$ cat src/rtl/sequence_generator_if.sv
// Handshake and serial-output bundle between a controller and sequence_generator.
// The controller owns the request fields; the generator owns the serial line and status.
interface sequence_generator_if #(
  parameter int unsigned WIDTH = 4,
  parameter int unsigned CNT_W = 4,
  parameter int unsigned GAP_W = 4
) ();
  logic             start;
  logic [WIDTH-1:0] pattern;
  logic [CNT_W-1:0] repeat_cnt;
  logic [GAP_W-1:0] gap;
  logic             x;
  logic             x_valid;
  logic             frame_start;
  logic             busy;
  logic             done;

  modport master (
    output start, pattern, repeat_cnt, gap,
    input  x, x_valid, frame_start, busy, done
  );

  modport slave (
    input  start, pattern, repeat_cnt, gap,
    output x, x_valid, frame_start, busy, done
  );
endinterface

$ cat src/rtl/sequence_generator.sv
// Serial pattern generator: shifts a captured WIDTH-bit pattern out MSB first,
// repeat_cnt+1 times with gap idle cycles between repetitions.
module sequence_generator #(
  parameter int unsigned WIDTH = 4,
  parameter int unsigned CNT_W = 4,
  parameter int unsigned GAP_W = 4
) (
  input logic               clk,
  input logic               reset,
  sequence_generator_if.slave bus
);
  localparam int unsigned BW = (WIDTH > 1) ? $clog2(WIDTH) : 1;
  localparam logic [BW-1:0] LastBit = BW'(WIDTH - 1);

  typedef enum logic [1:0] {StIdle, StSend, StGap, StDone} state_e;

  state_e           r_state;
  logic [WIDTH-1:0] r_pat;
  logic [WIDTH-1:0] r_shift;
  logic [BW-1:0]    r_bit_cnt;
  logic [CNT_W-1:0] r_rep;
  logic [GAP_W-1:0] r_gap_cfg;
  logic [GAP_W-1:0] r_gap_cnt;
  logic             r_x;
  logic             r_x_valid;
  logic             r_frame_start;
  logic             r_busy;
  logic             r_done;

  always_ff @(posedge clk or posedge reset) begin
    if (reset) begin
      r_state       <= StIdle;
      r_pat         <= '0;
      r_shift       <= '0;
      r_bit_cnt     <= '0;
      r_rep         <= '0;
      r_gap_cfg     <= '0;
      r_gap_cnt     <= '0;
      r_x           <= 1'b0;
      r_x_valid     <= 1'b0;
      r_frame_start <= 1'b0;
      r_busy        <= 1'b0;
      r_done        <= 1'b0;
    end else begin
      case (r_state)
        StIdle: begin
          r_done <= 1'b0;
          if (bus.start) begin
            r_pat         <= bus.pattern;
            r_rep         <= bus.repeat_cnt;
            r_gap_cfg     <= bus.gap;
            r_x           <= bus.pattern[WIDTH-1];
            r_shift       <= bus.pattern << 1;
            r_bit_cnt     <= '0;
            r_x_valid     <= 1'b1;
            r_frame_start <= 1'b1;
            r_busy        <= 1'b1;
            r_state       <= StSend;
          end
        end
        StSend: begin
          if (r_bit_cnt == LastBit) begin
            if (r_rep != '0) begin
              // Counting down from the captured value means 2^CNT_W-1 never wraps.
              r_rep <= r_rep - 1'b1;
              if (r_gap_cfg != '0) begin
                r_gap_cnt     <= r_gap_cfg;
                r_x           <= 1'b0;
                r_x_valid     <= 1'b0;
                r_frame_start <= 1'b0;
                r_state       <= StGap;
              end else begin
                r_x           <= r_pat[WIDTH-1];
                r_shift       <= r_pat << 1;
                r_bit_cnt     <= '0;
                r_frame_start <= 1'b1;
              end
            end else begin
              r_x           <= 1'b0;
              r_x_valid     <= 1'b0;
              r_frame_start <= 1'b0;
              r_busy        <= 1'b0;
              r_done        <= 1'b1;
              r_state       <= StDone;
            end
          end else begin
            r_x           <= r_shift[WIDTH-1];
            r_shift       <= r_shift << 1;
            r_bit_cnt     <= r_bit_cnt + 1'b1;
            r_frame_start <= 1'b0;
          end
        end
        StGap: begin
          if (r_gap_cnt == GAP_W'(1)) begin
            r_x           <= r_pat[WIDTH-1];
            r_shift       <= r_pat << 1;
            r_bit_cnt     <= '0;
            r_x_valid     <= 1'b1;
            r_frame_start <= 1'b1;
            r_state       <= StSend;
          end else begin
            r_gap_cnt <= r_gap_cnt - 1'b1;
          end
        end
        StDone: begin
          r_done  <= 1'b0;
          r_state <= StIdle;
        end
        default: r_state <= StIdle;
      endcase
    end
  end

  assign bus.x           = r_x;
  assign bus.x_valid     = r_x_valid;
  assign bus.frame_start = r_frame_start;
  assign bus.busy        = r_busy;
  assign bus.done        = r_done;
endmodule

$ cat src/flat_wrapper.sv
// flat-port wrapper written by rule: the top's interface ports become plain ports
module sequence_generator_flat 
#(
  parameter int unsigned WIDTH = 4,
  parameter int unsigned CNT_W = 4,
  parameter int unsigned GAP_W = 4
)
  (clk, reset, bus_start, bus_pattern, bus_repeat_cnt, bus_gap, bus_x, bus_x_valid, bus_frame_start, bus_busy, bus_done);
  sequence_generator_if #(.WIDTH(WIDTH), .CNT_W(CNT_W), .GAP_W(GAP_W)) bus_i ();
  input logic clk;
  input logic reset;
  input wire logic [$bits(bus_i.start)-1:0] bus_start;
  input wire logic [$bits(bus_i.pattern)-1:0] bus_pattern;
  input wire logic [$bits(bus_i.repeat_cnt)-1:0] bus_repeat_cnt;
  input wire logic [$bits(bus_i.gap)-1:0] bus_gap;
  output wire logic [$bits(bus_i.x)-1:0] bus_x;
  output wire logic [$bits(bus_i.x_valid)-1:0] bus_x_valid;
  output wire logic [$bits(bus_i.frame_start)-1:0] bus_frame_start;
  output wire logic [$bits(bus_i.busy)-1:0] bus_busy;
  output wire logic [$bits(bus_i.done)-1:0] bus_done;
  assign bus_i.start = bus_start;
  assign bus_i.pattern = bus_pattern;
  assign bus_i.repeat_cnt = bus_repeat_cnt;
  assign bus_i.gap = bus_gap;
  assign bus_x = bus_i.x;
  assign bus_x_valid = bus_i.x_valid;
  assign bus_frame_start = bus_i.frame_start;
  assign bus_busy = bus_i.busy;
  assign bus_done = bus_i.done;
  sequence_generator #(.WIDTH(WIDTH), .CNT_W(CNT_W), .GAP_W(GAP_W)) u_core (.clk(clk), .reset(reset), .bus(bus_i));
endmodule
$ cat config.mk
export PLATFORM = sky130hd
export DESIGN_NAME = sequence_generator_flat
export DESIGN_NICKNAME = d
export VERILOG_FILES = /design/src/rtl/sequence_generator_if.sv /design/src/rtl/sequence_generator.sv /design/src/flat_wrapper.sv
export SDC_FILE = /design/constraint.sdc
export NUM_CORES = 1
export LEC_CHECK = 0
export ABC_CLOCK_PERIOD_IN_PS = 1850
export CAP_MARGIN = 25
export CORE_MARGIN = 4
export CORE_UTILIZATION = 50
export DETAILED_ROUTE_END_ITERATION = 8
export GPL_ROUTABILITY_DRIVEN = 1
export PLACE_DENSITY = 0.8
export SYNTH_ARGS = -nofsm -noshare
export SYNTH_HDL_FRONTEND = slang
export SYNTH_SLANG_ARGS = --single-unit
$ cat constraint.sdc
create_clock -name clk -period 1.85 [get_ports clk]
set_input_delay 0.37 -clock clk [delete_from_list [all_inputs] [get_ports clk]]
set_output_delay 0.37 -clock clk [all_outputs]
set_load 0.02 [all_outputs]
* Yosys cells after proc, flatten, opt, wreduce, memory -nomap -nowiden
Cells that the tools add are included.
Word-level totals: flip-flop bits (word level) 29, output and inout bits 5, logic and storage cells 96
Operators by class: $add $sub $neg 3, eq/ne operators 15, mux-type cells 49, reduce and logical (&&, ||, !) cells 17
Operator list (number):
- $mux 4 | 12
- $mux 2 | 10
- $mux 1 | 17
- $pmux 4 s2 | 2
- $reduce_and 5->1 | 3
- $pmux 4 s3 | 1
- $reduce_and 4->1 | 3
- $ne 3x3->1 const B | 3
- $pmux 1 s3 | 3
- $ne 2x1->1 const B | 4
- $pmux 2 s4 | 1
- $reduce_bool 4->1 | 2
- $sub 4x1->4 const B | 2
- $eq 2x2->1 const B | 3
- $ne 2x2->1 const B | 3
- $pmux 2 s3 | 1
- $reduce_and 3->1 | 2
- $reduce_bool 2->1 | 3
- $eq 4x1->1 const B | 1
- $pmux 1 s2 | 2
- $reduce_bool 3->1 | 1
- $add 2x1->2 const B | 1
- $eq 2x1->1 const B | 1
- $logic_not 2->1 | 1
- other kinds (2) | 2

* Longest topological paths before layout
depth in word-level cells 5, gate-level depth with buffers 7, gate-level depth less buffers 6

* Worst setup path before layout
OpenSTA, ideal clock, no wires.
kind register -> register, start reg u_core.r_state[0], end reg u_core.r_bit_cnt[0], library setup time 0.125 ns, arrival 1.608 ns, slack 0.117 ns, cell stages (with the launch flop) 7, path buffers 1, period minus slack after synthesis 1.733 ns, cells stage by stage dfrtp_1 -> ha_1 -> buf_6 -> or3_1 -> o211ai_2 -> a31oi_4 -> mux2_2
On the way: word-level cells in the longest chain between the ends 3, elaborated cells between the ends (all ways) 10, classes of those cells 6 x eq/ne; 1 x mux; 3 x reduce/logical
Ends and longest elaborated chain:
- start: declaration | RTL line sequence_generator.sv:17 | state_e r_state;
- start signal: assignment | RTL line sequence_generator.sv:32 | r_state <= StIdle;
- start signal: assignment | RTL line sequence_generator.sv:58 | r_state <= StSend;
- start signal: assignment | RTL line sequence_generator.sv:71 | r_state <= StGap;
- $eq 2x1->1, or another cell as far along | RTL line sequence_generator.sv:45 | case (r_state)
- $ne 3x3->1 (no line), or another cell as far along
- $reduce_and 5->1 (no line)
- end signal: assignment | RTL line sequence_generator.sv:89 | r_bit_cnt <= r_bit_cnt + 1'b1;
- end: declaration | RTL line sequence_generator.sv:20 | logic [BW-1:0] r_bit_cnt;
Several ways; a longest one is shown, not always the timed one. A chain may end at the register's enable or synchronous reset.

* Worst setup path in the final report
start reg u_core.r_state[1], end reg u_core.r_gap_cnt[3]
On the way: word-level cells in the longest chain between the ends 3, elaborated cells between the ends (all ways) 9, classes of those cells 6 x eq/ne; 1 x mux; 2 x reduce/logical
Ends and longest elaborated chain:
- $eq 2x2->1 or $eq 2x1->1 (tied branches) | RTL line sequence_generator.sv:45
- $ne 2x2->1 (no line), or another cell as far along
- $reduce_and 5->1 (no line)
- end signal: assignment | RTL line sequence_generator.sv:67 | r_gap_cnt <= r_gap_cfg;
- end signal: assignment | RTL line sequence_generator.sv:102 | r_gap_cnt <= r_gap_cnt - 1'b1;
- end: declaration | RTL line sequence_generator.sv:23 | logic [GAP_W-1:0] r_gap_cnt;
Several ways; a longest one is shown, not always the timed one.

==> impl_results.rst <==
.. list-table::
   :header-rows: 1

   * - Metric
     - Value
   * - Worst-Skew Late Latency
     - 0.34 ns
   * - Final weighted congestion in routability-driven placement
     - 0.8107
   * - Drt first pass iters
     - 4
   * - Count of buffers inserted at the top-level ports
     - 19
   * - Via count of the first global-routing pass
     - 1394
   * - Antenna violations before repair
     - 0
   * - Crit path DAT
     - 2.07 ns
   * - Synth Flop Type
     - dfrtp_1
   * - Switching share of power
     - 0.3875
   * - Total power per unit cell area
     - 1448 nW/um^2
   * - Core area
     - 3153 sq um
   * - Buffers from clock root to sink, at most
     - 2
   * - Net Count, Synth
     - 194
   * - Antenna diode count
     - 0
   * - Number of remaining DRC errors
     - 0
   * - Root Buffer
     - clkbuf_4
   * - Slowest Stage Delay on Critical Path
     - 0.44 ns
   * - Peak ir drop on the vdd network
     - 0.7421 mV
   * - Crit path capture type
     - flip-flop
   * - Clock period minus worst slack
     - 1.825 ns
   * - Number of pins with negative max-slew slack in the final report
     - 0
   * - Dominant cells by area after synthesis
     - dfrtp_1, mux2_2, ha_1
   * - Leak
     - 0.9678 nW
   * - Final core utilization
     - 0.6758
   * - Setup crit start kind
     - flip-flop
   * - Post-Route Hold Slack
     - 0.3789 ns
   * - Setup repair after global routing missed its margin
     - yes
   * - Post-synthesis share of cell area spent on xor and xnor gates
     - 0
   * - Commonest cells after routing, fill and taps aside
     - dfrtp_1, clkdlybuf4s50_1, buf_4, o21ai_0
   * - Critical Path RT
     - 2.09 ns
   * - Clock transition at the register clock pins on the worst setup and hold paths after CTS
     - 0.16 ns
   * - Mean Syn Cell Area
     - 10.02 sq um
   * - Final-stage net count
     - 229
   * - Share of layout cells above drive strength 1
     - 0.2500
   * - Area overhead of the layout relative to synthesis
     - 25.13%
   * - Hold buffer count at cts
     - 0
   * - Violation count after the first detailed-route iteration
     - 64
   * - Portion of the clock cycle consumed by the worst path in the final layout
     - 0.9864
   * - Placement row count
     - 20
   * - Internal power
     - 1.890 mW
   * - Horizontal die dimension
     - 66.36 um
   * - Master of the slowest instance on the critical path
     - dfrtp_1
   * - Fraction of the mapped netlist area in simple logic gates
     - 0.1741
   * - Class of the most critical hold timing path
     - in -> async
   * - Antenna-violating nets left
     - 0
   * - H-Tree Level Count
     - 1
   * - Fill cells
     - 247
   * - Yosys Warn Count
     - 0
   * - PnR Total Power
     - 3.086 mW
   * - Number of distinct library cells after synthesis
     - 48
   * - Residual overflow from global routing
     - 0
   * - Full die area
     - 4404 sq um
   * - Via total after detailed routing
     - 1395
   * - Inserted Clock Buffers
     - 3
   * - Slew Limit Headroom
     - 0.7189
   * - Final Routed Wirelength
     - 3.754 mm
   * - Initial Util
     - 0.5401
   * - Main combinational cell family by area after synthesis
     - compound AO/OA/AOI/OAI gates
   * - Net load switching power
     - 1.196 mW
   * - Critical path, cell by cell
     - inv_1, ha_1, buf_4, nor2_1, a21oi_1, nand2_1, a211o_1
   * - Global-route wire length before repair
     - 6.210 mm
   * - Final hold violation count
     - 0
   * - Arithmetic-cell share of the synthesized area counting full adders, half adders and majority gates
     - 0.06613
   * - Proportion of register bits with asynchronous set or reset after synthesis
     - 1.000
   * - Sequential power share
     - 0.332
   * - Number of setup violations in the final report
     - 0
   * - Critical setup path kind
     - reg -> reg
   * - Share of the yosys chip area belonging to registers
     - 0.4115
   * - Portion of total power attributed to the clock network
     - 0.134
   * - Result of the run
     - finished, final reports clean
   * - Area share of the largest cell type after synthesis
     - 0.4115
   * - Final setup slack of the worst path
     - 0.02525 ns
   * - Worst slack at placement
     - 0.002880 ns
   * - Worst-margin pin slew
     - 0.4206 ns
   * - HPWL after DPL
     - 2.753 mm
   * - Synth Area in Compound Gates
     - 0.1896
   * - Total global-route track usage
     - 0.1780
   * - Proportion of power drawn by combinational gates
     - 0.534
   * - Post-synth top area cell
     - dfrtp_1
   * - Gate count after technology mapping
     - 170
   * - Critical path fanouts, max
     - 13
   * - Number of maximum-capacitance constraint violations
     - 0
   * - Max Fclk
     - 548.0 MHz
   * - Maximum number of pins on one net before global-route repair
     - 29
   * - Synth Cell Area
     - 1703 sq um
   * - Vertical extent of the die
     - 66.36 um
   * - Count of state elements after synthesis
     - 28
   * - Total negative slack
     - 0 ns
   * - Clock Skews
     - 0.003366 ns
   * - Number of top-level pins
     - 20
   * - Multiplexer area fraction after synthesis
     - 0.1095
   * - CTS tree
     - done
   * - Num Clock Sinks
     - 28
   * - Count of flip-flops with a built-in enable after synthesis
     - 0
   * - Post-DR wirelength/cell
     - 15.14 um
   * - Commonest non-fill, non-tap cell in the layout
     - dfrtp_1
   * - Detailed-route vias per instance
     - 5.625
-- worst max-delay path, delay by kind of cell, from the launching register on --
family	cells	cell delay (ns)
AOI/OAI and AO/OA	2	0.53
DFF	1	0.44
buffers and inverters	2	0.33
and+or+nand+nor	2	0.22
adders and majority gates	1	0.21
-- cell type report --
type	instances	area [sq um]	area share
Sequential cell	28	701.9	0.3294
Inverter	13	48.80	0.02290
Multi-Input combinational cell	123	954.7	0.4480
Clock buffer	3	22.52	0.01057
Clock inverter	1	30.03	0.01409
Tap cell	44	55.05	0.02584
Timing Repair Buffer	36	317.8	0.1491
-- registers in the layout (all words and copies together) (netlist names) --
register and flops:
u_core.r_pat 4, u_core.r_shift 3, u_core.bus.done 1, u_core.bus.x 1
u_core.bus.frame_start 1, u_core.r_rep 4, u_core.r_state 2, u_core.r_gap_cnt 4
u_core.bus.x_valid 1, u_core.bus.busy 1, u_core.r_bit_cnt 2, u_core.r_gap_cfg 4
-- path summary, 6_finish.rpt --
| check | cells after the start | to | slack [ns] | startpoint |
|---|---|---|---|---|
| worst max-delay path | 7 | u_core.r_gap_cnt[3] | 0.03 | u_core.r_state[1] |
| min in group clk | 2 | u_core.r_pat[0] | 0.51 | u_core.r_pat[0] |
| worst min-delay path | 3 | u_core.r_gap_cnt[1] | 0.38 | reset |
| max in group asynchronous | 3 | u_core.r_gap_cnt[0] | 1.19 | reset |
| worst min register to register | 2 | u_core.r_pat[0] | 0.51 | u_core.r_pat[0] |
| worst max register to register | 7 | u_core.r_gap_cnt[3] | 0.03 | u_core.r_state[1] |
-- power groups by stage --
| stage | sequential (mW) | combinational, mW | clock (mW) |
|---|---|---|---|
| 2_1_floorplan | 1.00 | 1.06 | 0 |
| 3_3_place_gp | 1.00 | 1.44 | 0 |
| 3_5_place_dp | 1.03 | 1.50 | 0 |
| 4_1_cts | 1.01 | 1.54 | 0.412 |
| 5_1_grt | 1.05 | 1.82 | 0.444 |
| 6_report | 1.02 | 1.65 | 0.415 |
-- stage by stage --
stage                     cell area (sq um)  std cells
after floorplan                        1703        170
after global placement                 2011        240
after detailed placement               2011        240
after CTS                              2069        244
after global routing                   2131        248
final                                  2131        248
-- layer usage --
layer,part of all wire,wire (um),vias to the layer above,GRT usage
met1,0.44,1647,676,0.2273
li1,-,-,681,-
met2,0.52,1938,32,0.3172
met3,0.032,121,6,0.02211
met5,0,0,-,0
met4,0.013,47,0,0.04061
-- cells by family after synthesis --
group	count (synthesis)
AOI/OAI and AO/OA	47
DFF	28
muxes	17
buffers and inverters	19
adders and majority gates	9
and+or+nand+nor	50
-- cell usage after synthesis (2+ instances only) --
cell type	number
a21oi_1	9
a31oi_1	3
clkbuf_1	3
dfrtp_1	28
ha_1	9
inv_1	13
mux2_2	13
mux2i_1	4
nand2_1	12
nand2b_1	6
nand3_1	3
nor2_1	9
nor2b_1	3
nor3_1	3
o211ai_1	2
o21a_1	2
o21ai_0	14
o31a_1	2
o31ai_1	3
-- what timing repair did --
item                                   4_1_cts  5_1_grt
gates resized for setup                      1       13
setup buffers                                0        4
setup endpoints to repair                    4       11
endpoints found under the hold margin        0        0
pin swaps                                    0        1
(Power assumes the default switching activity.)
